===== src/rtl/count_sequencer_pkg.sv =====
// count_sequencer_pkg: mode and state encodings shared by the count sequencer files
package count_sequencer_pkg;
    localparam logic [1:0] MODE_ONESHOT_UP   = 2'b00;
    localparam logic [1:0] MODE_ONESHOT_DOWN = 2'b01;
    localparam logic [1:0] MODE_WRAP_UP      = 2'b10;
    localparam logic [1:0] MODE_PINGPONG     = 2'b11;
    typedef enum logic [1:0] {ST_IDLE, ST_RUN, ST_HOLD, ST_DONE} state_t;
endpackage


===== src/rtl/count_step_unit.sv =====
// count_step_unit: next count/dir, turnaround and end-of-run decode for one step
module count_step_unit
    import count_sequencer_pkg::*;
#(
    parameter int WIDTH = 4
) (
    input  logic [WIDTH-1:0] count,
    input  logic             dir,
    input  logic [1:0]       mode,
    input  logic [WIDTH-1:0] lo,
    input  logic [WIDTH-1:0] hi,
    output logic [WIDTH-1:0] nxt_count,
    output logic             nxt_dir,
    output logic             wrap,
    output logic             at_end
);
    logic at_hi, at_lo, flat;
    always_comb begin
        at_hi = count == hi;
        at_lo = count == lo;
        flat = lo == hi;
        nxt_count = count;
        nxt_dir = dir;
        wrap = 1'b0;
        at_end = 1'b0;
        case (mode)
            MODE_ONESHOT_UP: begin
                at_end = at_hi;
                nxt_count = at_hi ? count : count + WIDTH'(1);
            end
            MODE_ONESHOT_DOWN: begin
                at_end = at_lo;
                nxt_count = at_lo ? count : count - WIDTH'(1);
            end
            MODE_WRAP_UP: begin
                wrap = at_hi;
                nxt_count = at_hi ? lo : count + WIDTH'(1);
            end
            default: begin
                // a one-value window turns around in place without flipping dir
                wrap = dir ? at_hi : at_lo;
                if (dir) begin
                    nxt_count = !at_hi ? count + WIDTH'(1) : flat ? count : hi - WIDTH'(1);
                    nxt_dir = !(at_hi && !flat);
                end else begin
                    nxt_count = !at_lo ? count - WIDTH'(1) : flat ? count : lo + WIDTH'(1);
                    nxt_dir = at_lo && !flat;
                end
            end
        endcase
    end
endmodule


===== src/rtl/count_sequencer.sv =====
// count_sequencer: run-control FSM stepping a windowed up/down count once per clock
module count_sequencer
    import count_sequencer_pkg::*;
#(
    parameter int WIDTH = 4
) (
    input  logic             Clk,
    input  logic             reset,
    input  logic             start,
    input  logic             stop,
    input  logic             pause,
    input  logic [1:0]       mode,
    input  logic [WIDTH-1:0] lo,
    input  logic [WIDTH-1:0] hi,
    output logic [WIDTH-1:0] Count,
    output logic             dir,
    output logic             busy,
    output logic             done,
    output logic             wrap,
    output logic             cfg_err
);
    state_t state;
    logic [1:0] mode_q;
    logic [WIDTH-1:0] lo_q, hi_q, nxt_count;
    logic nxt_dir, step_wrap, at_end;

    count_step_unit #(.WIDTH(WIDTH)) u_step (
        .count(Count), .dir(dir), .mode(mode_q), .lo(lo_q), .hi(hi_q),
        .nxt_count(nxt_count), .nxt_dir(nxt_dir), .wrap(step_wrap), .at_end(at_end)
    );

    always_ff @(posedge Clk or posedge reset) begin
        if (reset) begin
            state <= ST_IDLE;
            mode_q <= '0;
            lo_q <= '0;
            hi_q <= '0;
            Count <= '0;
            dir <= 1'b1;
            busy <= 1'b0;
            done <= 1'b0;
            wrap <= 1'b0;
            cfg_err <= 1'b0;
        end else begin
            done <= 1'b0;
            wrap <= 1'b0;
            cfg_err <= 1'b0;
            if (stop) begin
                state <= ST_IDLE;
                busy <= 1'b0;
            end else if (state == ST_IDLE || state == ST_DONE) begin
                if (start && !pause) begin
                    if (lo > hi) begin
                        cfg_err <= 1'b1;
                    end else begin
                        state <= ST_RUN;
                        busy <= 1'b1;
                        mode_q <= mode;
                        lo_q <= lo;
                        hi_q <= hi;
                        Count <= mode == MODE_ONESHOT_DOWN ? hi : lo;
                        dir <= mode != MODE_ONESHOT_DOWN;
                    end
                end
            end else if (pause) begin
                state <= ST_HOLD;
            end else begin
                Count <= nxt_count;
                dir <= nxt_dir;
                wrap <= step_wrap;
                state <= at_end ? ST_DONE : ST_RUN;
                busy <= !at_end;
                done <= at_end;
            end
        end
    end
endmodule


===== config.mk =====
export PLATFORM = sky130hd
export DESIGN_NAME = count_sequencer
export DESIGN_NICKNAME = d
export VERILOG_FILES = /design/src/rtl/count_sequencer_pkg.sv /design/src/rtl/count_step_unit.sv /design/src/rtl/count_sequencer.sv
export SDC_FILE = /design/constraint.sdc
export NUM_CORES = 1
export LEC_CHECK = 0
export ABC_AREA = 1
export CAP_MARGIN = 20
export CORE_ASPECT_RATIO = 0.7
export CORE_MARGIN = 2
export CORE_UTILIZATION = 60
export DETAILED_ROUTE_END_ITERATION = 6
export PLACE_DENSITY = 0.85
export SYNTH_ARGS = -nofsm -noshare
export SYNTH_HDL_FRONTEND = slang
export SYNTH_HIERARCHICAL = 1
export SYNTH_SLANG_ARGS = --single-unit

===== constraint.sdc =====
create_clock -name Clk -period 2.7 [get_ports Clk]
set_clock_uncertainty 0.1 [all_clocks]
set_input_delay 0.54 -clock Clk [delete_from_list [all_inputs] [get_ports Clk]]
set_output_delay 0.54 -clock Clk [all_outputs]
set_load 0.05 [all_outputs]

# Word-level counts from Yosys, hierarchy flattened
# Cells that the tools add are included.
dict set report word_totals {
  ff_bits 21
  latch_bits 0
  mem_bits_rw 0
  rom_bits 0
  input_bits 15
  out_inout_bits 9
  elab_cells 97
  mem_count 0
}
dict set report op_classes {
  n_addsub 4
  mul 0
  n_div 0
  magnitude_cmp 1
  n_eq_ne 19
  n_shift 0
  n_mux 44
  bitwise_logic 2
  n_reduce_logical 17
}
# cell count
set op_table {}
lappend op_table {{2-to-1 mux 4 bit} 13}
lappend op_table {{2-to-1 mux 1 bit} 22}
lappend op_table {{== test 4 bit} 3}
lappend op_table {{2-to-1 mux 2 bit} 6}
lappend op_table {{!= test 6 bit (second input constant)} 2}
lappend op_table {{case mux 4 bit (3 select lines)} 1}
lappend op_table {{!= test 3 bit (second input constant)} 3}
lappend op_table {{adder 4 x 1 -> 4 bit (second input constant)} 2}
lappend op_table {{!= test 2 x 1 -> 1 bit (second input constant)} 4}
lappend op_table {{AND reduction 8 bit} 1}
lappend op_table {{subtractor 4 x 1 -> 4 bit (second input constant)} 2}
lappend op_table {{!= test 3 x 2 -> 1 bit (second input constant)} 2}
lappend op_table {{AND reduction 5 bit} 1}
lappend op_table {{== test 2 x 1 -> 1 bit (second input constant)} 2}
lappend op_table {{== test 2 bit (second input constant)} 2}
lappend op_table {{greater-than comparator 4 bit} 1}
lappend op_table {{logical NOT 1 bit} 4}
lappend op_table {{logical NOT 2 bit} 2}
lappend op_table {{case mux 1 bit (2 select lines)} 2}
lappend op_table {{AND reduction 4 bit} 1}
lappend op_table {{logical AND 1 bit} 3}
lappend op_table {{AND reduction 3 bit} 1}
lappend op_table {{OR reduction 3 bit} 1}
lappend op_table {{!= test 2 bit (second input constant)} 1}
lappend op_table {{other kinds (4)} 5}

# Depth between registers and ports, before layout
# Gate-level depths: netlist of the first run.
dict set report logic_depth {
  word_depth 8
  mapped_depth 17
  depth_no_buf 17
}

# By module
# The synthesis of the first run kept the hierarchy.
# module instances cells_each area_each_um2 seq_area_each_um2
set by_module_without_submodules {}
lappend by_module_without_submodules {count_sequencer 1 141 1223.7 526.8}
lappend by_module_without_submodules {count_step_unit 1 173 873.3 0.0}

# Worst setup path before layout of the first run
# OpenSTA, ideal clock, no wires.
dict set report synth_timing {
  kind {reg-to-reg}
  start {register Count[2]}
  end {register Count[1]}
  setup_time_ps 66
  t_arrival_ps 1906
  required_time_ps 2534
  setup_slack_ps 628
  path_stages_with_launch 18
  n_path_buf 1
  synth_period_minus_slack_ps 2072
  path_cell_list {dfrtp_1 > buf_4 > inv_2 > nand2_1 > nand2_1 > nor2_1 > nand2_2 > clkinv_2 > nand2_2 > nand2_2 > nand2_1 > nand3_1 > nand2_1 > inv_1 > nand2_1 > nand2_1 > nand4_1 > nand2_1}
}
dict set report synth_between {
  elab_chain_cells 6
  elab_cells_between_ends 14
  cone_classes {eq/ne: 6; mux: 7; reduce/logical: 1}
}
# item line
set synth_lines {}
lappend synth_lines {{from (decl)} count_sequencer.sv:15} ;# output logic [WIDTH-1:0] Count,
lappend synth_lines {{from (signal assigned)} count_sequencer.sv:61} ;# Count <= mode == MODE_ONESHOT_DOWN ? hi : lo;
lappend synth_lines {{from (signal assigned)} count_sequencer.sv:68} ;# Count <= nxt_count;
lappend synth_lines {{== test 4 bit, on equally long branches} {count_step_unit.sv:20, count_step_unit.sv:19}}
lappend synth_lines {{2-to-1 mux 4 bit, on equally long branches} {count_step_unit.sv:46, count_step_unit.sv:43}}
lappend synth_lines {{2-to-1 mux 4 bit} count_step_unit.sv:42} ;# if (dir) begin
lappend synth_lines {{case mux 4 bit (3 select lines) *} count_step_unit.sv:26} ;# case (mode)
lappend synth_lines {{via nxt_count[1]} count_sequencer.sv:24} ;# logic [WIDTH-1:0] lo_q, hi_q, nxt_count;
lappend synth_lines {{2-to-1 mux 4 bit *} count_sequencer.sv:65} ;# end else if (pause) begin
lappend synth_lines {{2-to-1 mux 4 bit *} count_sequencer.sv:51} ;# end else if (state == ST_IDLE || state == ST_DONE) begin
# Mark *: on every way through the listed nets, which the timed path passes. The rest lies on a longest branch. The select of a mux whose other input is x is not followed.
# A chain may end at the register's enable or synchronous reset.

# Final worst setup path of the first run
dict set report layout_timing {
  start {register Count[1]}
  end {output port Count[1]}
}
# No word-level cell between the ends.

==> out/qor.yml, run 1 <==
outcome:
  status: "completed"
critical_path:
  ff2ff_setup_slack_ns: 0.53
  crit_type: "flop to primary output"
  cp_data_arrival_time_ns: 1.77
  cp-end-kind: "primary output"
  cp_slowest_cell: "clkdlybuf4s50_1"
  path_cells: "clkdlybuf4s50_1"
  crit_family: "buffers and inverters"
  crit_fanout: 9
  slowest_delay_ns: 0.89
  required_ns: 2.06
  cp-start-kind: "flop"
  cp_num_buf_inv: 1
clock_tree:
  cts_buffer_depth: 2
  insertion_delay_ns: 0.26
  cts_root_buffer: "clkbuf_8"
  cts_buffers: 3
  post-cts-setup-buffers: 0
  cts_resized: 0
  clkTransAtPathRegs_ns: 0.08
  cts_tree: "built"
  htreeDepth: 1
  cts.sinks: 21
  cts_hold_buf: 0
synthesis:
  ys_seq_elements: 21
  netlist_area_um2: 2100
  synth_cell_type_count: 29
  synth_nets: 337
  syn_area_per_cell_um2: 6.68
  yosysWarnings: 6
  synth_sequential_area_ratio_pct: 25.1
  postSynthCellCount: 314
floorplan:
  rows: 17
  die_h_um: 53.5
  core_um2: 3230
  die-width_um: 74.7
  initial_core_util_pct: 64.9
  dieArea_um2: 3990
  pin_count: 24
placement:
  postPlaceCellArea_um2: 2330
  dp_hpwl_um: 3970
  routabilityCongestion: 0.998
  port_buffers: 23
cells_and_area:
  final_cell_mix: "nand2_1, inv_1, nand3_1, clkdlybuf4s50_1, dfrtp_1"
  n_antenna_cell: 0
  drive_gt1_share_pct: 16.7
  final_core_utilization_pct: 73.7
  final_common_cell: "nand2_1"
  nets: 360
  fin_area_um2: 2380
  syn2layout_area_growth_pct: 13.6
sta:
  fin_crit_sh_pct: 89.4
  grt_setup_unrepaired: "false"
  drv_slew: 0
  setup-violations-final: 0
  final-hold-violation-count: 0
  fin_setup_tns_ns: 0
  clock.fmax_mhz: 414
  worst_pin_slew_ns: 0.791
  fin_crit_ns: 2.41
  slew_headroom_pct: 47.2
detailed_routing:
  routed_wl_um: 5020
  drc: 0
  dr.pass1.iters: 5
  num_vias: 2112
  viasPerCell: 5.51
  ant_nets: 0
  avgRoutedWirePerCell_um: 13.1
  drtIter0Drc: 325
global_route:
  first_global_vias: 1782
  grt_max_degree: 22
  grt-ovfl-total: 0
  track_usage_pct: 28.6
  grt_pass1_wl_um: 8570
  antenna_found_initial: 0
job:
  max_cap_violations: 0
min_path:
  hold_path_class: "flop to flop"
power_and_ir_drop:
  pwr_density_cell_nw_per_um2: 1300
  power.total_uw: 3100
  ir_worst_vdd_mv: 0.616
  leakagePower_uw: 0.00127
==> metal layers <==
layer | wire [µm] | vias to the layer above | global-route usage (%)
met5 | 0 | - | 0
met4 | 57 | 0 | 5.06
met3 | 379 | 10 | 4.38
met2 | 2210 | 99 | 43.8
met1 | 2370 | 967 | 42.6
li1 | - | 1036 | -
==> sequential cells by signal, summed over array words and instances, names as in the netlist <==
signal	count
lo_q	4
mode_q	2
hi_q	4
cfg_err	1
busy	1
Count	4
state	2
wrap	1
done	1
dir	1
==> per-stage QoR <==
| stage | setup WS, ns | hold WS (ns) | cells |
|---|---|---|---|
| 6_report | 0.286 | 0.384 | 383 |
| 4_1_cts | 0.302 | 0.388 | 383 |
| 3_3_place_gp | 0.264 | 0.358 | 379 |
| 2_1_floorplan | 0.628 | 0.400 | 314 |
| 3_5_place_dp | 0.197 | 0.368 | 379 |
| 5_1_grt | 0.271 | 0.435 | 383 |
==> cell usage after synthesis <==
library cell / instances / area share (%)
o21ai_2: 10 / 4.2
a21oi_2: 1 / 0.42
xor2_1: 12 / 5.0
o21ai_1: 4 / 0.95
o211ai_1: 1 / 0.36
o21ai_0: 4 / 0.95
nor2_4: 2 / 1.1
nand2_4: 3 / 1.6
a21oi_4: 1 / 0.78
nor2_2: 3 / 0.90
nor2_1: 11 / 2.0
inv_2: 6 / 1.1
nand3_1: 32 / 7.6
nand2_1: 115 / 21
nand2_2: 19 / 5.7
inv_1: 34 / 6.1
dfstp_2: 1 / 1.3
nor3_1: 2 / 0.48
clkinv_2: 1 / 0.24
inv_4: 1 / 0.30
nand4_1: 7 / 2.1
nor2_8: 1 / 0.95
nand3_4: 3 / 2.5
a21oi_1: 6 / 1.4
buf_6: 4 / 2.1
ha_1: 8 / 4.8
o31ai_1: 1 / 0.36
buf_4: 1 / 0.36
dfrtp_1: 20 / 24
==> where the power goes <==
group          switching (µW)  leakage, µW  internal [µW]
registers                 273     0.000266            449
clock network             109    0.0000217            104
logic                    1400     0.000980            757
total                    1790      0.00127           1310
==> area by class of cell <==
cell class	count	area, µm²
inverter	42	161
multi-input combinational	246	1360
tap	47	58.8
timing repair buffer	23	230
clock inverter	1	7.51
fill	276	851
clock buffer	3	41.3
sequential	21	527
==> cell families after synthesis <==
logic type / Yosys count / share of synthesized area, %
and+or+nand+nor: 198 / 45.5
AOI/OAI and AO/OA: 28 / 9.43
xor gates and xnor gates: 12 / 5.01
buffers and inverters: 47 / 10.2
adders and majority gates: 8 / 4.77
DFF: 21 / 25.1
==> final timing paths <==
path	startpoint	endpoint	depth (start not counted)
setup / recovery	Count[1]	Count[1]	1
hold / removal	busy	busy	2
setup reg to reg	Count[0]	Count[1]	16
hold reg to reg	busy	busy	2
max in group asynchronous	reset	Count[0]	2
min in group asynchronous	reset	cfg_err	2
Note: power is estimated with default switching activity, not from simulation.
==> run 2: changes to the inputs <==
--- a/config.mk
+++ b/config.mk
@@ -11,7 +11,9 @@
 export CORE_MARGIN = 2
 export CORE_UTILIZATION = 60
 export DETAILED_ROUTE_END_ITERATION = 6
+export GPL_ROUTABILITY_DRIVEN = 0
 export PLACE_DENSITY = 0.85
+export SLEW_MARGIN = 0
 export SYNTH_ARGS = -nofsm -noshare
 export SYNTH_HDL_FRONTEND = slang
 export SYNTH_HIERARCHICAL = 1
==> run 2 against run 1 <==
Compared with the run above: non-clock buffer count is the same; critical path depth stayed put; cell count stayed put; total power increased by 0.62%; first-iteration DRC count down 7.1%; routed wire length grew 2.8%; worst setup slack worse by 0.00065 ns; cell area unchanged.
==> out/qor.yml, run 2 (synthesis gave the netlist of run 1 again) <==
power_and_ir_drop:
  p_int_uw: 1310  # about the same
  p_seq_share_pct: 23.6  # +0.3 points
  ir_worst_vdd_mv: 0.613  # -0.45%
  swShare_pct: 58.0  # +0.28 points
  switchingPower_uw: 1810  # +1.1%
  power_frac_comb_pct: 69.6  # -0.2 points
  clkPwrFrac_pct: 6.8  # about the same
  leakagePower_uw: 0.00127  # unchanged
  pwr_density_cell_nw_per_um2: 1310  # +0.62%
clock_tree:
  cts_tree: "built"
  post-cts-setup-buffers: 0  # unchanged
  insertion_delay_ns: 0.26  # about the same
  htreeDepth: 1  # unchanged
  cts_buffers: 3  # unchanged
  cts_root_buffer: "clkbuf_8"
  clkTransAtPathRegs_ns: 0.08  # about the same
  cts.sinks: 21  # unchanged
  cts_buffer_depth: 2  # unchanged
  cts_resized: 0  # unchanged
  cts_hold_buf: 0  # unchanged
critical_path:
  path_cells: "clkdlybuf4s50_1"
  slowest_delay_ns: 0.89  # about the same
  crit_type: "flop to primary output"
  cp-startpoint: "Count[1]"
  cp_data_arrival_time_ns: 1.77  # about the same
  cp-start-kind: "flop"
  cp_slowest_cell: "clkdlybuf4s50_1"
  cp_num_buf_inv: 1  # unchanged
  r2r-start: "Count[1]"
  reg2reg_depth: 12  # -4
  ff2ff_setup_slack_ns: 0.56  # +0.03 ns
  cp_num_cells: 1  # unchanged
  crit_family: "buffers and inverters"
  required_ns: 2.06  # about the same
  crit_fanout: 9  # unchanged
  cp-end-kind: "primary output"
detailed_routing:
  drtIter0Drc: 302  # -7.1%
  num_vias: 2113  # +0.047%
  drc: 0  # unchanged
  dr.pass1.iters: 7  # +2
  avgRoutedWirePerCell_um: 13.5  # +2.8%
  ant_nets: 0  # unchanged
  viasPerCell: 5.52  # about the same
  routed_wl_um: 5160  # +2.8%
floorplan:
  core_um2: 3230  # unchanged
  die_h_um: 53.5  # unchanged
  dieArea_um2: 3990  # unchanged
  rows: 17  # unchanged
  pin_count: 24  # unchanged
  die-width_um: 74.7  # unchanged
  initial_core_util_pct: 64.9  # unchanged
sta:
  slew_headroom_pct: 47.3  # +0.070 points
  fin_setup_tns_ns: 0  # unchanged
  worst_pin_slew_ns: 0.790  # -0.00105 ns
  final-hold-violation-count: 0  # unchanged
  drv_slew: 0  # unchanged
  fin_crit_sh_pct: 89.4  # about the same
  clock.fmax_mhz: 414  # about the same
  grt_setup_unrepaired: "false"
  setup_ws_ns: 0.285  # -0.000650 ns
  fin_crit_ns: 2.41  # +0.000650 ns
  setup-violations-final: 0  # unchanged
placement:
  postPlaceCellArea_um2: 2330  # unchanged
  dp_hpwl_um: 3960  # about the same
  dp_worst_setup_slack_ns: 0.220  # +0.0226 ns
  port_buffers: 23  # unchanged
cells_and_area:
  reg_top3: "Count (4), hi_q (4), lo_q (4)"
  register_area_um2: 527  # unchanged
  final_common_cell: "nand2_1"
  fin_area_um2: 2380  # unchanged
  drive_gt1_share_pct: 16.7  # unchanged
  multi_input_area_um2: 1360  # unchanged
  final_cell_mix: "nand2_1, inv_1, nand3_1, clkdlybuf4s50_1, dfrtp_1"
  syn2layout_area_growth_pct: 13.6  # unchanged
  nFillCells: 270  # -2.2%
  n_antenna_cell: 0  # unchanged
  nets: 360  # unchanged
outcome:
  status: "completed"
global_route:
  grt-ovfl-total: 0  # unchanged
  first_global_vias: 1787  # +0.28%
  grt_pass1_wl_um: 8590  # +0.25%
  track_usage_pct: 28.9  # +0.28 points
  antenna_found_initial: 0  # unchanged
  grt_max_degree: 22  # unchanged
min_path:
  hold_path_class: "flop to flop"
  hold-path-cell-count: 2  # unchanged
  hold_path.startpoint: "busy"
job:
  max_cap_violations: 0  # unchanged
-- run 2: power by group through the flow --
stage / clock, µW / sequential [µW] / combinational (µW)
floorplan: 0 / 772 / 1620
global placement: 0 / 719 / 2070
detailed placement: 0 / 725 / 2110
CTS: 213 / 721 / 2130
global route: 225 / 751 / 2410
finish: 213 / 734 / 2170
-- run 2: metal layers --
layer  up-vias  part of all wire, %  global-route usage [%]
li1       1038                    -                       -
met1       969                   47                    41.8
met2       102                   45                    46.0
met3         4                  7.6                    4.57
met4         0                 0.66                    4.46
met5         -                    0                       0
-- run 2: layout make-up --
type                    count  share of cell area (%)
well taps                  47                    2.47
inverters                  42                    6.78
clock buffers               3                    1.73
multi-input cells         246                    56.9
clock inverters             1                   0.315
flip-flops and latches     21                    22.1
repair buffers             23                    9.66
-- run 2: worst paths after layout --
kind	endpoint
setup / recovery	Count[1]
hold / removal	busy
setup reg to reg	dir
hold reg to reg	busy
max in group asynchronous	Count[2]
min in group asynchronous	cfg_err
-- run 2: worst reg2reg max path: cells and delay by family, from the launching register on --
family | cells | cell delay [ns]
simple gates | 10 | 1.09
flops | 1 | 0.62
compound gates | 1 | 0.18
buf+inv | 1 | 0.09
-- run 2: through the flow --
stage	util (%)	total power, µW	hold WS [ns]	cells
after floorplan	-	2400	0.400	314
after global placement	72.2	2790	0.358	379
after detailed placement	72.2	2830	0.359	379
after CTS	73.7	3060	0.378	383
after global routing	73.7	3390	0.409	383
final	73.7	3120	0.377	383
==> run 3: changes to the inputs <==
--- a/config.mk
+++ b/config.mk
@@ -5,7 +5,6 @@
 export SDC_FILE = /design/constraint.sdc
 export NUM_CORES = 1
 export LEC_CHECK = 0
-export ABC_AREA = 1
 export CAP_MARGIN = 20
 export CORE_ASPECT_RATIO = 0.7
 export CORE_MARGIN = 2
==> run 3 against run 2 <==
Compared with the run above: synthesized cell count fell by 38%; via count down 24%; register-to-register slack worse by 0.41 ns; critical path type is now flop to flop.
==> out/qor.yml, run 3 <==
outcome:
  status: "completed"
floorplan:
  die-width_um: 71.2  # -4.6%
  rows: 17  # unchanged
  die_h_um: 51.1  # -4.5%
  dieArea_um2: 3640  # -8.9%
  core_um2: 3080  # -4.6%
  initial_core_util_pct: 61.5  # -3.3 points
  pin_count: 24  # unchanged
clock_tree:
  insertion_delay_ns: 0.26  # about the same
  clkTransAtPathRegs_ns: 0.08  # about the same
  post-cts-setup-buffers: 0  # unchanged
  cts_buffers: 3  # unchanged
  cts_buffer_depth: 2  # unchanged
  htreeDepth: 1  # unchanged
  cts_tree: "built"
  cts_resized: 0  # unchanged
  cts.sinks: 21  # unchanged
  cts_root_buffer: "clkbuf_8"
  cts_hold_buf: 0  # unchanged
synthesis:
  synth_area_leaders: "dfrtp_1, mux2_2, xnor2_1"
  yosysWarnings: 6  # unchanged
  yosysMostFrequentCell: "dfrtp_1"
  synthSimpleGateAreaFrac_pct: 16.4  # -29 points
  synth_compound_area_share_pct: 20.4  # +11 points
  netlist_area_um2: 1900  # -9.5%
  ys_async_sr_fraction_pct: 100  # unchanged
  syn_area_per_cell_um2: 9.68  # +45%
  synthDominantCellAreaShare_pct: 26.4  # +2.5 points
  synth_sequential_area_ratio_pct: 27.8  # +2.6 points
  synth_common_cells: "dfrtp_1, mux2_2, inv_1, xnor2_1"
  yosys.area.top_type: "dfrtp_1"
  synth_nets: 219  # -35%
  postSynthCellCount: 196  # -38%
  synth_mux_area_share_pct: 12.9  # +13 points
  synth_top_family_by_area: "compound AO/OA/AOI/OAI gates"
  synth_edf_count: 0  # unchanged
  synth_xor_area_share_pct: 10.5  # +5.5 points
  synth_fa_ha_area_share_pct: 5.27  # +0.50 points
  synthFlopType: "dfrtp_1"
  ys_seq_elements: 21  # unchanged
  synth_cell_type_count: 56  # +93%
detailed_routing:
  dr.pass1.iters: 4  # -3
  avgRoutedWirePerCell_um: 18.0  # +34%
  drc: 0  # unchanged
  ant_nets: 0  # unchanged
  routed_wl_um: 4670  # -9.4%
  drtIter0Drc: 223  # -26%
  viasPerCell: 6.22  # +13%
  num_vias: 1611  # -24%
critical_path:
  cp_data_arrival_time_ns: 2.60  # +0.83 ns
  required_ns: 2.75  # +0.69 ns
  cp-end-kind: "flop"
  path_cells: "xnor2_1 > nand4_4 > mux2i_1 > mux2_4 > a2111oi_4 > a21oi_1 > nand2_1 > o21ai_0 > mux2_2"
  crit_fanout: 7  # -2
  crit_type: "flop to flop"
  cp-start-kind: "flop"
  slowest_delay_ns: 0.51  # -0.38 ns
  cp_slowest_cell: "dfrtp_1"
  ff2ff_setup_slack_ns: 0.15  # -0.41 ns
sta:
  fin_hold_ws_ns: 0.452  # +0.0750 ns
  worst_pin_slew_ns: 0.796  # +0.00638 ns
  setup-violations-final: 0  # unchanged
  final-hold-violation-count: 0  # unchanged
  clock.fmax_mhz: 392  # -5.5%
  fin_crit_ns: 2.55  # +0.139 ns
  fin_crit_sh_pct: 94.6  # +5.2 points
  drv_slew: 0  # unchanged
  setup_ws_ns: 0.146  # -0.139 ns
  grt_setup_unrepaired: "false"
  slew_headroom_pct: 46.9  # -0.43 points
cells_and_area:
  drive_gt1_share_pct: 20.8  # +4.1 points
  reg_top3: "Count (4), hi_q (4), lo_q (4)"
  final_core_utilization_pct: 71.6  # -2.1 points
  syn2layout_area_growth_pct: 16.3
  nFillCells: 218  # -19%
  final_common_cell: "clkdlybuf4s50_1"
  nets: 245  # -32%
  n_antenna_cell: 0  # unchanged
  final_cell_mix: "clkdlybuf4s50_1, dfrtp_1, mux2_2, inv_1, xnor2_1"
global_route:
  grt_pass1_wl_um: 8020  # -6.6%
  first_global_vias: 1623  # -9.2%
  grt_max_degree: 22  # unchanged
  track_usage_pct: 28.3  # -0.60 points
  antenna_found_initial: 0  # unchanged
  grt-ovfl-total: 0  # unchanged
placement:
  dp_hpwl_um: 3640  # -8.1%
  dp_worst_setup_slack_ns: -0.0626  # -0.283 ns
  port_buffers: 23  # unchanged
power_and_ir_drop:
  pwr_density_cell_nw_per_um2: 1100  # -16%
  power.total_uw: 2430  # -22%
  leakagePower_uw: 0.000888  # -30%
  ir_worst_vdd_mv: 0.603  # -1.7%
job:
  max_cap_violations: 0  # unchanged
min_path:
  hold_path_class: "flop to flop"
[run 3: area by class of cell]
type                    instances  area, µm²  area share, %
clock buffers                   4       45.0           2.04
inverters                      13       48.8           2.21
multi-input cells             151       1240           56.2
flip-flops and latches         21        527           23.9
well taps                      38       47.5           2.15
repair buffers                 32        298           13.5
[run 3: final timing paths]
| path | to | cells after the start | start |
|---|---|---|---|
| worst max-delay path | Count[1] | 9 | lo_q[2] |
| worst min-delay path | busy | 1 | busy |
| worst max register to register | Count[1] | 9 | lo_q[2] |
| worst min register to register | busy | 1 | busy |
| max in group asynchronous | Count[1] | 2 | reset |
| min in group asynchronous | mode_q[1] | 2 | reset |
[run 3: routing by layer]
| layer | vias up | global-route usage, % | part of all wire, % |
|---|---|---|---|
| met1 | 766 | 36.8 | 45 |
| met5 | - | 0 | 0 |
| li1 | 753 | - | - |
| met4 | 0 | 8.49 | 2.1 |
| met3 | 14 | 6.31 | 6.1 |
| met2 | 78 | 47.2 | 47 |
[run 3: worst max-delay path, delay by kind of cell (launching register included)]
kind	cells	cell delay, ns
simple gates	2	0.26
mux	3	0.73
xor+xnor	1	0.30
compound gates	3	0.54
flops	1	0.51
[run 3: through the flow]
| stage | instance area [µm²] | instances | setup TNS, ns |
|---|---|---|---|
| final | 2210 | 259 | 0 |
| after global routing | 2210 | 259 | 0 |
| after CTS | 2210 | 259 | 0 |
| after detailed placement | 2160 | 255 | -0.560 |
| after global placement | 2160 | 255 | 0 |
| after floorplan | 1900 | 196 | 0 |
[run 3: cells by family (layout without fill, tap and decap cells)]
kind of cell | Yosys count | after routing
AOI/OAI and AO/OA | 47 | 47
xor gates and xnor gates | 21 | 21
adders and majority gates | 8 | 8
buffers and inverters | 24 | 49
DFF | 21 | 21
muxes | 22 | 22
and+or+nand+nor | 53 | 53
[run 3: power breakdown]
part           switching (µW)  total [µW]  internal, µW
Sequential                219         630           411
Clock                     103         208           105
Combinational             872        1590           720
